**src/rtl/cv_pkg.sv**
```systemverilog
// Shared definitions for the composite-video pattern generator.
// Holds the 2-bit pattern mode encodings and the 2-bit luminance levels
// used by the luminance mixer downstream.
package cv_pkg;

  typedef enum logic [1:0] {
    CV_MODE_OFF       = 2'd0,
    CV_MODE_DIAG_DOWN = 2'd1,
    CV_MODE_DIAG_UP   = 2'd2,
    CV_MODE_GRID      = 2'd3
  } cv_mode_e;

  localparam logic [1:0] CV_LUM_BLACK = 2'd0;
  localparam logic [1:0] CV_LUM_GREY  = 2'd2;
  localparam logic [1:0] CV_LUM_WHITE = 2'd3;

endpackage

```
**src/rtl/cv_pulse_stretch.sv**
```systemverilog
// Pulse stretcher: turns a single-enable hit into THICKNESS enables of
// activity.
// Ports:
//   clk     in   clock (rising edge)
//   reset   in   synchronous active-high clear of the counter
//   clk_en  in   advance enable; the counter holds while low
//   clr     in   forces the counter to zero on an enabled cycle (blanking)
//   load    in   reloads the counter to THICKNESS on an enabled cycle
//   active  out  high while the counter is nonzero
module cv_pulse_stretch #(
  parameter int THICKNESS = 4
) (
  input  logic clk,
  input  logic reset,
  input  logic clk_en,
  input  logic clr,
  input  logic load,
  output logic active
);

  localparam int CW = $clog2(THICKNESS) + 1;
  localparam logic [CW-1:0] LOAD_VAL = CW'(THICKNESS);

  logic [CW-1:0] out_cnt;

  // clr wins over load so a line never bleeds into blanking; a load while
  // already counting restarts the count rather than extending it.
  always_ff @(posedge clk) begin
    if (reset) begin
      out_cnt <= '0;
    end else if (clk_en) begin
      if (clr) begin
        out_cnt <= '0;
      end else if (load) begin
        out_cnt <= LOAD_VAL;
      end else if (out_cnt != '0) begin
        out_cnt <= out_cnt - CW'(1);
      end
    end
  end

  assign active = (out_cnt != '0);

endmodule

```
**src/rtl/cv_pattern_gen.sv**
```systemverilog
// Multi-mode composite-video test pattern generator.
// Draws down/up diagonals or a grid from the timing counters, with
// frame-synchronous mode/scroll changes and a registered 2-bit lum output.
// Ports:
//   clk           in   clock (rising edge)
//   reset         in   synchronous active-high reset
//   en            in   block enable; low clears everything like reset
//   clk_en_pixel  in   pixel-rate enable
//   frame_start   in   one-clk pulse at frame start (not pixel-qualified)
//   x_vis         in   horizontal visible flag
//   x_pos         in   pixel x position
//   y_pos         in   scanline y position
//   mode_sel      in   requested pattern, latched at frame_start
//   scroll_en     in   requested per-frame scroll, latched at frame_start
//   lum           out  registered luminance
module cv_pattern_gen
  import cv_pkg::*;
#(
  parameter int MAX_PIXEL_H      = 1280,
  parameter int MAX_SCANLINES    = 625,
  parameter int THICKNESS_PIXELS = 4,
  parameter int DISTANCE_PIXELS  = 64,
  parameter int LUM              = 3,
  parameter int GRID_LUM         = 2
) (
  input  logic                             clk,
  input  logic                             reset,
  input  logic                             en,
  input  logic                             clk_en_pixel,
  input  logic                             frame_start,
  input  logic                             x_vis,
  input  logic [$clog2(MAX_PIXEL_H)-1:0]   x_pos,
  input  logic [$clog2(MAX_SCANLINES)-1:0] y_pos,
  input  logic [1:0]                       mode_sel,
  input  logic                             scroll_en,
  output logic [1:0]                       lum
);

  localparam int DW = $clog2(DISTANCE_PIXELS);
  localparam logic [DW-1:0] D_MAX = DW'(DISTANCE_PIXELS - 1);
  localparam logic [1:0] LINE_LVL = 2'(LUM);
  localparam logic [1:0] ROW_LVL  = 2'(GRID_LUM);

  if (DISTANCE_PIXELS < 2 || (DISTANCE_PIXELS & (DISTANCE_PIXELS - 1)) != 0) begin : g_bad_distance
    $error("cv_pattern_gen: DISTANCE_PIXELS must be a power of 2 and >= 2");
  end
  if (THICKNESS_PIXELS < 1) begin : g_bad_thickness
    $error("cv_pattern_gen: THICKNESS_PIXELS must be >= 1");
  end

  logic           clear;
  logic [DW-1:0]  xt;
  logic [DW-1:0]  yt;
  logic [DW-1:0]  offset;
  cv_mode_e       mode_q;
  logic           scroll_q;
  logic           hit_raw;
  logic           hit;
  logic           row_on;
  logic           line_active;
  logic           unused_pos_bits;

  assign clear = reset | ~en;

  // Only the low log2(D) bits matter: the pattern repeats every D pixels/lines.
  assign xt = x_pos[DW-1:0];
  assign yt = y_pos[DW-1:0];
  assign unused_pos_bits = ^{x_pos, y_pos};

  // Shadow registers update on any frame_start clk, pixel enable or not.
  // The offset step uses the scroll flag latched at the previous frame.
  always_ff @(posedge clk) begin
    if (clear) begin
      mode_q   <= CV_MODE_OFF;
      scroll_q <= 1'b0;
      offset   <= '0;
    end else if (frame_start) begin
      mode_q   <= cv_mode_e'(mode_sel);
      scroll_q <= scroll_en;
      if (scroll_q) begin
        offset <= offset + DW'(1);
      end
    end
  end

  // All sums are DW bits wide, so they wrap mod D naturally.
  always_comb begin
    hit_raw = 1'b0;
    case (mode_q)
      CV_MODE_DIAG_DOWN: hit_raw = (DW'(xt + offset) == yt);
      CV_MODE_DIAG_UP:   hit_raw = (DW'(xt + yt + offset) == D_MAX);
      CV_MODE_GRID:      hit_raw = (DW'(xt + offset) == '0);
      default:           hit_raw = 1'b0;
    endcase
  end

  assign hit = x_vis & hit_raw;

  cv_pulse_stretch #(
    .THICKNESS(THICKNESS_PIXELS)
  ) u_stretch (
    .clk    (clk),
    .reset  (clear),
    .clk_en (clk_en_pixel),
    .clr    (~x_vis),
    .load   (hit),
    .active (line_active)
  );

  // row_on is registered so grid rows share the one-enable latency of lines;
  // line pixels take priority over the row level.
  always_ff @(posedge clk) begin
    if (clear) begin
      row_on <= 1'b0;
      lum    <= CV_LUM_BLACK;
    end else if (clk_en_pixel) begin
      row_on <= (mode_q == CV_MODE_GRID) && (yt == '0) && x_vis;
      if (line_active) begin
        lum <= LINE_LVL;
      end else if (row_on) begin
        lum <= ROW_LVL;
      end else begin
        lum <= CV_LUM_BLACK;
      end
    end
  end

endmodule

```
**config.mk**
```make
export PLATFORM = sky130hd
export DESIGN_NAME = cv_pattern_gen
export DESIGN_NICKNAME = d
export VERILOG_FILES = /design/src/rtl/cv_pkg.sv /design/src/rtl/cv_pulse_stretch.sv /design/src/rtl/cv_pattern_gen.sv
export SDC_FILE = /design/constraint.sdc
export NUM_CORES = 1
export LEC_CHECK = 0
export CAP_MARGIN = 20
export CORE_MARGIN = 3
export CORE_UTILIZATION = 44
export CTS_CLUSTER_DIAMETER = 60
export DETAILED_ROUTE_END_ITERATION = 16
export HOLD_SLACK_MARGIN = 0.02
export PLACE_DENSITY_LB_ADDON = 0.05
export SLEW_MARGIN = 20
export SYNTH_ARGS = -nofsm -noshare
export SYNTH_HDL_FRONTEND = slang
export SYNTH_SLANG_ARGS = --single-unit
```
**constraint.sdc**
```tcl
create_clock -name clk -period 2.8 [get_ports clk]
set_input_delay 0.7 -clock clk [delete_from_list [all_inputs] [get_ports clk]]
set_output_delay 0.7 -clock clk [all_outputs]
set_load 0.02 [all_outputs]
```
After elaboration in Yosys (flattened, before gate mapping)
Index checks and enable logic that the tools add are counted.
{"block": "classes", "add_sub_neg": 5, "n_eq_ne": 6, "n_mux": 6, "bitwise": 3, "n_reduce_logical": 7}
{"cell": "6-bit adder", "n": 3}
{"cell": "6-bit zero test", "n": 2}
{"cell": "3-bit two-way mux", "n": 3}
{"cell": "6-bit by 1-bit adder with 6-bit output (second input constant)", "n": 1}
{"cell": "6-bit == test", "n": 1}
{"cell": "6-bit == test (second input constant)", "n": 1}
{"cell": "2-bit == test (second input constant)", "n": 2}
{"cell": "2-bit two-way mux", "n": 2}
{"cell": "2-bit AND reduction", "n": 2}
{"cell": "3-bit by 1-bit inequality test with 1-bit output (second input constant)", "n": 1}
{"cell": "1-bit case mux with 3 select lines", "n": 1}
{"cell": "3-bit nonzero test", "n": 1}
{"cell": "3-bit by 1-bit subtractor with 3-bit output (second input constant)", "n": 1}
{"cell": "2-bit by 1-bit == test with 1-bit output (second input constant)", "n": 1}
{"cell": "1-bit logical AND", "n": 2}
{"cell": "1-bit AND", "n": 1}
{"cell": "1-bit NOT", "n": 1}
{"cell": "1-bit OR", "n": 1}
{"block": "totals", "regBits": 15, "output_inout_bits": 2}

Depth between registers and ports, before layout
{"block": "depth", "ltp_word": 7, "mapped_depth": 11}

Hierarchy
From an unflattened synthesis, not the netlist that was laid out.
{"block": "hier_totals", "cells_unflattened": 145, "hier_area_um2": 1311.3}
{"module": "cv_pattern_gen", "instances": 1, "cells_each": 125, "area_each_um2": 1126.1}
{"module": "cv_pulse_stretch", "instances": 1, "cells_each": 20, "area_each_um2": 185.2}

Least setup slack after synthesis
No wires, ideal clock.
{"block": "synth_timing", "path_type": "input -> register", "start": "input port x_pos[1]", "end": "register u_stretch.out_cnt[2]", "arrival_time_ps": 2758, "path_slack_ps": -86, "cell_stages": 11, "path_buffers": 0, "path_cell_list": "fa_1 -> ha_1 -> inv_1 -> fa_1 -> nor2b_1 -> o21ai_0 -> and3_4 -> o211ai_2 -> o41ai_2 -> o311ai_1 -> a21oi_1"}
{"block": "synth_via", "elab_chain_len": 7, "word_cells_on_any_way": 12, "cone_classes": "3 x add/sub; 3 x eq/ne; 3 x mux; 1 x bitwise; 2 x reduce/logical"}
{"item": "from (decl)", "line_no": "cv_pattern_gen.sv:32", "text": "input logic [$clog2(MAX_PIXEL_H)-1:0] x_pos,"}
{"item": "6-bit adder (2 in a row)", "line_no": "cv_pattern_gen.sv:91", "text": "CV_MODE_DIAG_UP: hit_raw = (DW'(xt + yt + offset) == D_MAX);"}
{"item": "6-bit == test", "line_no": "cv_pattern_gen.sv:91"}
{"item": "1-bit case mux with 3 select lines *", "line_no": "cv_pattern_gen.sv:89", "text": "case (mode_q)"}
{"item": "1-bit AND *", "line_no": "cv_pattern_gen.sv:97", "text": "assign hit = x_vis & hit_raw;"}
{"item": "3-bit by 1-bit inequality test with 1-bit output (no line) / 3-bit two-way mux (equally long branches)"}
{"item": "2-bit AND reduction (no line) / 3-bit two-way mux (equally long branches)"}
{"item": "to (signal assigned)", "line_no": "cv_pulse_stretch.sv:37", "text": "out_cnt <= out_cnt - CW'(1);"}
{"item": "to (decl)", "line_no": "cv_pulse_stretch.sv:24", "text": "logic [CW-1:0] out_cnt;"}
Every way passes the cells marked *; elsewhere a longest branch is shown, timed or not.
A chain may end at the register's enable or synchronous reset.

Worst setup path in the final report
{"block": "layout_timing", "start": "input port y_pos[1]", "end": "register u_stretch.out_cnt[0]"}
{"block": "layout_via", "elab_chain_len": 7, "word_cells_on_any_way": 10, "cone_classes": "2 x add/sub; 3 x eq/ne; 3 x mux; 1 x bitwise; 1 x reduce/logical"}
{"item": "from (decl)", "line_no": "cv_pattern_gen.sv:33", "text": "input logic [$clog2(MAX_SCANLINES)-1:0] y_pos,"}
{"item": "6-bit adder (2 in a row)", "line_no": "cv_pattern_gen.sv:91"}
{"item": "6-bit == test", "line_no": "cv_pattern_gen.sv:91"}
{"item": "1-bit case mux with 3 select lines *", "line_no": "cv_pattern_gen.sv:89"}
{"item": "1-bit AND *", "line_no": "cv_pattern_gen.sv:97"}
{"item": "3-bit by 1-bit inequality test with 1-bit output (no line) / 3-bit two-way mux (equally long branches)"}
{"item": "2-bit AND reduction (no line) / 3-bit two-way mux (equally long branches)"}
Marked as above.

==> flow_metrics.py <==
metrics = {
    "floorplan": {
        "ios": 32,
        "die_y_um": 60.3,
        "fp.dieW_um": 60.3,
        "rows": 19,
        "die_area_um2": 3640,
        "start_util_pct": 46.6,
        "core_um2": 2780,
    },
    "power": {
        "power_leakage_nw": 0.776,
        "seq_power_share_pct": 42.2,
        "switching_share_pct": 29.4,
        "p_switching_mw": 0.152,
        "p_int_mw": 0.364,
        "clkPwrFrac_pct": 24.3,
        "power.density_nw_per_um2": 284,
        "p_comb_share_pct": 33.4,
        "vdd_drop_max_v": 0.000242,
        "power_mw": 0.516,
    },
    "logic_synthesis": {
        "seq_area_frac_synth_pct": 23.1,
        "yosysWarnings": 0,
        "synth.distinct_cells": 40,
        "syn_inst": 137,
        "synthTopCellsByArea": "dfxtp_1, ha_1, fa_1, xor2_1, xnor2_1",
        "yosysTopAreaCellShare_pct": 23.1,
        "ys_ff_latch": 15,
        "syn_avg_cell_area_um2": 9.47,
        "synthesis.nets": 186,
        "post-synth-top-area-cell": "dfxtp_1",
        "synthesis.area_um2": 1300,
    },
    "setup_path": {
        "cp_data_arrival_time_ns": 2.97,
        "cp_max_fo": 3,
        "slowest_delay_ns": 0.51,
        "critPathLaunchType": "input port",
        "worstSetupEndpointType": "flop",
        "worst-setup-path-type": "input port to flop",
        "crit_chain": "buf_6, fa_1, ha_2, inv_2, fa_2, nor2b_2, o21ai_2, and3_4, o211ai_4, o41ai_4, a2111oi_2, a31o_1",
        "crit_required_ns": 3.05,
        "critPathSlowestCell": "fa_1",
    },
    "timing": {
        "fmax_mhz": 367,
        "maxSlewViolCount": 0,
        "period_minus_slack_ns": 2.73,
        "setup_violations": 0,
        "relSlewSlack_pct": 71.7,
        "rsz0062_at_grt": "true",
        "tns_ns": 0,
        "hold_violations": 0,
        "worst_pin_slew_ns": 0.424,
        "skew_ns": 0.0166,
        "finalCritPeriodShare_pct": 97.4,
    },
    "routing": {
        "wl_mm": 2.92,
        "antenna_left": 0,
        "route.detailed.drc": 0,
        "drtIter0Drc": 25,
        "vias_per_cell": 5.23,
        "dr.pass1.iters": 4,
        "vias": 1119,
        "wl_per_cell_um": 13.6,
    },
    "clocking": {
        "clk_pin_slew_worst_paths_ns": 0.10,
        "h-tree-depth": 1,
        "cts_buffers": 3,
        "root_buffer": "clkbuf_4",
        "ctsHoldBuffers": 0,
        "clockBufferDepth": 2,
        "clock-sinks": 15,
        "clk-insertion-delay-late_ns": 0.29,
        "cts_tree": "built",
    },
    "global_route": {
        "grt_use_met3_pct": 2.81,
        "gr-total-overflow": 0,
        "gr-max-usage-layer": "met2",
        "grt_pass1_vias": 1092,
        "antenna_found_initial": 0,
        "use_met1_pct": 23.2,
        "grtUsageMet2_pct": 31.9,
        "grt_max_degree": 14,
        "grt_use_total_pct": 18.2,
        "grt_first_pass_wirelength_mm": 4.87,
    },
    "final_layout": {
        "nNetsFinal": 233,
        "nFillCells": 236,
        "syn_to_final_growth_pct": 40.2,
        "instances_no_fill": 214,
        "diodes": 0,
        "layout-drive-gt1-share_pct": 27.9,
    },
    "hold_path": {
        "hp-class": "flop to flop",
    },
    "placement": {
        "dp_hpwl_mm": 2.48,
        "dp.cells": 208,
        "gp_congestion": 0.743,
        "io_buffers": 22,
    },
    "run": {
        "cap_violations": 0,
    },
    "run_status": {
        "status": "complete, no violations",
    },
}
[metal layers]
| layer | share of wire, % | wire length, µm |
|---|---|---|
| met2 | 49 | 1440 |
| met4 | 1.2 | 34 |
| met5 | 0 | 0 |
| met1 | 46 | 1340 |
| met3 | 3.4 | 100 |
[through the flow]
| stage | area, µm² | setup slack [ns] | hold WS (ns) | util, % |
|---|---|---|---|---|
| after global placement | 1710 | -0.601 | 0.456 | 61.4 |
| after floorplan | 1300 | -0.00771 | 0.441 | - |
| final | 1820 | 0.0718 | 0.483 | 65.4 |
| after CTS | 1800 | -0.0612 | 0.482 | 64.6 |
| after detailed placement | 1710 | -0.694 | 0.459 | 61.4 |
| after global routing | 1820 | -0.0524 | 0.498 | 65.4 |
[layout by cell type, fill, tap and decap left out, types with 2 or more instances in the layout]
master / Yosys / routed
inv_2: 0 / 2
nor3_1: 3 / 3
o21ai_0: 3 / 2
nand2_1: 7 / 7
a21oi_2: 2 / 3
a21oi_1: 5 / 4
mux2i_1: 4 / 4
inv_1: 13 / 11
clkbuf_4: 0 / 3
dlygate4sd2_1: 0 / 3
xnor2_1: 8 / 8
dfxtp_1: 15 / 15
fa_2: 0 / 2
nor2_1: 11 / 11
clkdlybuf4s50_1: 0 / 13
buf_6: 0 / 2
xor2_1: 9 / 9
ha_1: 12 / 9
a31o_1: 2 / 2
buf_4: 0 / 23
a21o_1: 3 / 3
nand4_1: 4 / 4
fa_1: 7 / 5
ha_4: 0 / 2
nor2b_1: 4 / 3
[path summary, 6_finish.rpt]
kind | from | to | slack (ns) | cells past startpoint
hold reg to reg | row_on | lum[1] | 0.48 | 2
setup reg to reg | offset[1] | u_stretch.out_cnt[0] | 0.19 | 11
hold / removal | row_on | lum[1] | 0.48 | 2
setup / recovery | y_pos[1] | u_stretch.out_cnt[0] | 0.07 | 12
[critical path, delay by kind of cell]
| kind | cells | cell delay [ns] |
|---|---|---|
| and+or+nand+nor | 2 | 0.30 |
| AOI/OAI and AO/OA | 5 | 0.79 |
| buffers and inverters | 2 | 0.13 |
| adders and majority gates | 3 | 1.04 |
[synthesized netlist by cell type]
master / instances
nand2_1: 7
clkbuf_1: 2
inv_1: 13
nor3_1: 3
nor2_1: 11
a211oi_1: 1
a2111oi_2: 1
nor2b_1: 4
nand4bb_1: 1
ha_1: 12
or4_1: 1
buf_2: 1
nand2b_1: 1
a21o_1: 3
nor4_1: 2
fa_1: 7
nand4b_1: 1
nand3_1: 1
a21oi_2: 2
a31o_1: 2
xnor2_1: 8
o211ai_2: 1
xnor2_2: 1
o21a_1: 1
or2_2: 1
o31ai_1: 1
o311ai_1: 1
nand4_1: 4
xor2_1: 9
o41ai_2: 1
xnor3_1: 1
dfxtp_1: 15
and3_4: 1
and2_1: 1
a21oi_1: 5
nor4b_4: 1
a31oi_1: 1
nor3b_1: 1
o21ai_0: 3
mux2i_1: 4
[sequential cells by signal (all words and copies together), names as in the netlist]
register           flops
offset                 6
u_stretch.out_cnt      3
lum                    2
mode_q                 2
row_on                 1
scroll_q               1
[cell families (layout without fill, tap and decap cells)]
logic type | after synthesis | count (layout) | share of synthesized area, %
multiplexers | 4 | 4 | 3.09
AO/OA/AOI/OAI | 23 | 23 | 13.8
XOR/XNOR | 19 | 19 | 14.5
buffers and inverters | 16 | 62 | 4.73
flip-flops | 15 | 15 | 23.1
adder cells (fa/ha/maj) | 19 | 19 | 22.4
AND/OR/NAND/NOR | 41 | 41 | 18.4
[final cells by class]
class                   instances  area, µm²  share of cell area [%]
multi-input cells             106       1010                    55.7
clock buffers                   3       22.5                    1.24
inverters                      13       48.8                    2.68
well taps                      31       38.8                    2.13
repair buffers                 45        390                    21.5
clock inverters                 1       5.00                   0.275
flip-flops and latches         15        300                    16.5
[power groups by stage]
stage               registers [mW]  clock network (mW)  logic [mW]
CTS                          0.218               0.129       0.167
floorplan                    0.223                   0      0.0754
finish                       0.218               0.126       0.173
global placement             0.223                   0       0.147
global route                 0.218               0.141       0.190
detailed placement           0.223                   0       0.152
[repair_timing]
| action | 4_1_cts | 5_1_grt |
|---|---|---|
| buffers inserted | 2 | 0 |
| gates cloned | 0 | 0 |
| resized for setup | 28 | 5 |
| pin swaps | 8 | 9 |
| setup endpoints to repair | 3 | 3 |
Note: power is estimated with default switching activity, not from simulation.
==> RTL edit: new RTL, config.mk and constraints unchanged <==
Change the parameter `DISTANCE_PIXELS` from 64 to 32.
--- a/src/rtl/cv_pattern_gen.sv
+++ b/src/rtl/cv_pattern_gen.sv
@@ -19,7 +19,7 @@
   parameter int MAX_PIXEL_H      = 1280,
   parameter int MAX_SCANLINES    = 625,
   parameter int THICKNESS_PIXELS = 4,
-  parameter int DISTANCE_PIXELS  = 64,
+  parameter int DISTANCE_PIXELS  = 32,
   parameter int LUM              = 3,
   parameter int GRID_LUM         = 2
 ) (
Behaviour: not the same (a bounded check fails within 4 cycles, from zero or initial values).
==> RTL edit against the unedited design <==
- routed wire length is 13% lower
- synthesized area is 11% lower
- synthesized cell count is 18% lower
- total power is 5.3% lower
- sequential cell count is 1 lower
- clock skew is 0.0067 ns lower
- final area is 15% lower
- via count is 17% lower
- combinational power is 23% lower
- worst setup slack worse by 0.043 ns
- first-iteration DRC count is 28% lower
- clock power is 20% higher
- largest power group unchanged
- highest routed layer unchanged
==> RTL edit: results (changes against the unedited design) <==
synthesis:
  synthMuxAreaShare_pct: 2.61  # -0.47 points
  synth_compound_area_share_pct: 13.3  # -0.50 points
  yosys.area_share.xor_xnor_pct: 17.4  # +3.0 points
  synth_fp_nets: 159  # -15%
  yosys-top-cells-count: "dfxtp_1 (14), ha_1 (10), nand2_1 (10), nor2_1 (10), xnor2_1 (7)"
  synthAdderAreaFrac_pct: 21.4  # -1.0 points
  synth_area_leaders: "dfxtp_1 (24%), ha_1 (11%), fa_1 (10%)"
  ys_seq_area_share_pct: 24.4  # +1.3 points
cts:
  clk_path_buf_depth: 2  # unchanged
  post_cts_buffers: 0  # -2
layout:
  top_regs: "offset (5), u_stretch.out_cnt (3)"
  drive_gt1_share_pct: 27.9  # about the same
  fin_nets: 194  # -17%
worst_setup_path:
  cpPeakStageDelay_ns: 0.49  # -0.02 ns
  worstPathArrival_ns: 2.93  # -0.04 ns
  endpoint: "u_stretch.out_cnt[1]"
  crit_fanout: 4  # +1
  r2r_cells: 9  # -2
  startpoint: "x_pos[1]"
sta:
  tightest_slew_ns: 0.590  # +0.166 ns
  fin_worst_skew_ns: 0.00993  # -0.00672 ns
  clock.fmax_mhz: 361  # -1.6%
global_route:
  grt_max_degree: 15  # +1
  grt_pass1_wl_um: 4170  # -14%
  grt_use_total_pct: 16.5  # -1.7 points
  grt_pass1_vias: 930  # -15%
power:
  static-leakage-power_nw: 0.643  # -17%
status:
  status: "finished clean"
detailed_routing:
  drtIter0Drc: 18  # -28%
  viasPerCell: 5.33  # +2.0%
  wl_per_cell_um: 14.5  # +6.0%
place:
  place_congestion: 0.803  # +8.2%
  placed_area_sq_um: 1470  # -14%
  dp_hpwl_um: 2030  # -19%
worst_hold_path:
  hold_end: "row_on"
-- RTL edit: layout make-up --
cell class	count	area, sq um
clock buffers	4	36.3
fillers	195	788
inverters	4	15.0
multi-input cells	92	892
flip-flops and latches	14	280
well taps	28	35.0
repair buffers	33	293
-- RTL edit: where the power goes --
part	internal, mW	switching, mW	total [mW]
Clock	0.0792	0.0714	0.151
Sequential	0.202	0.00292	0.205
Combinational	0.0752	0.0578	0.133
Total	0.356	0.132	0.488
-- RTL edit: per-stage QoR --
stage,util [%],setup TNS [ns],hold slack (ns),std cells
global route,66.3,-0.0434,0.486,175
finish,66.3,0,0.469,175
CTS,65.0,-0.0431,0.473,174
detailed placement,62.6,-1.85,0.459,170
floorplan,-,0,0.441,113
global placement,62.6,-1.71,0.456,170
-- RTL edit: metal layers --
layer / vias up / track usage (%) / share of wire [%]
met2: 21 / 26.6 / 48
li1: 462 / - / -
met4: 0 / 4.97 / 2.2
met3: 8 / 2.94 / 3.3
met5: - / 0 / 0
met1: 442 / 22.7 / 47
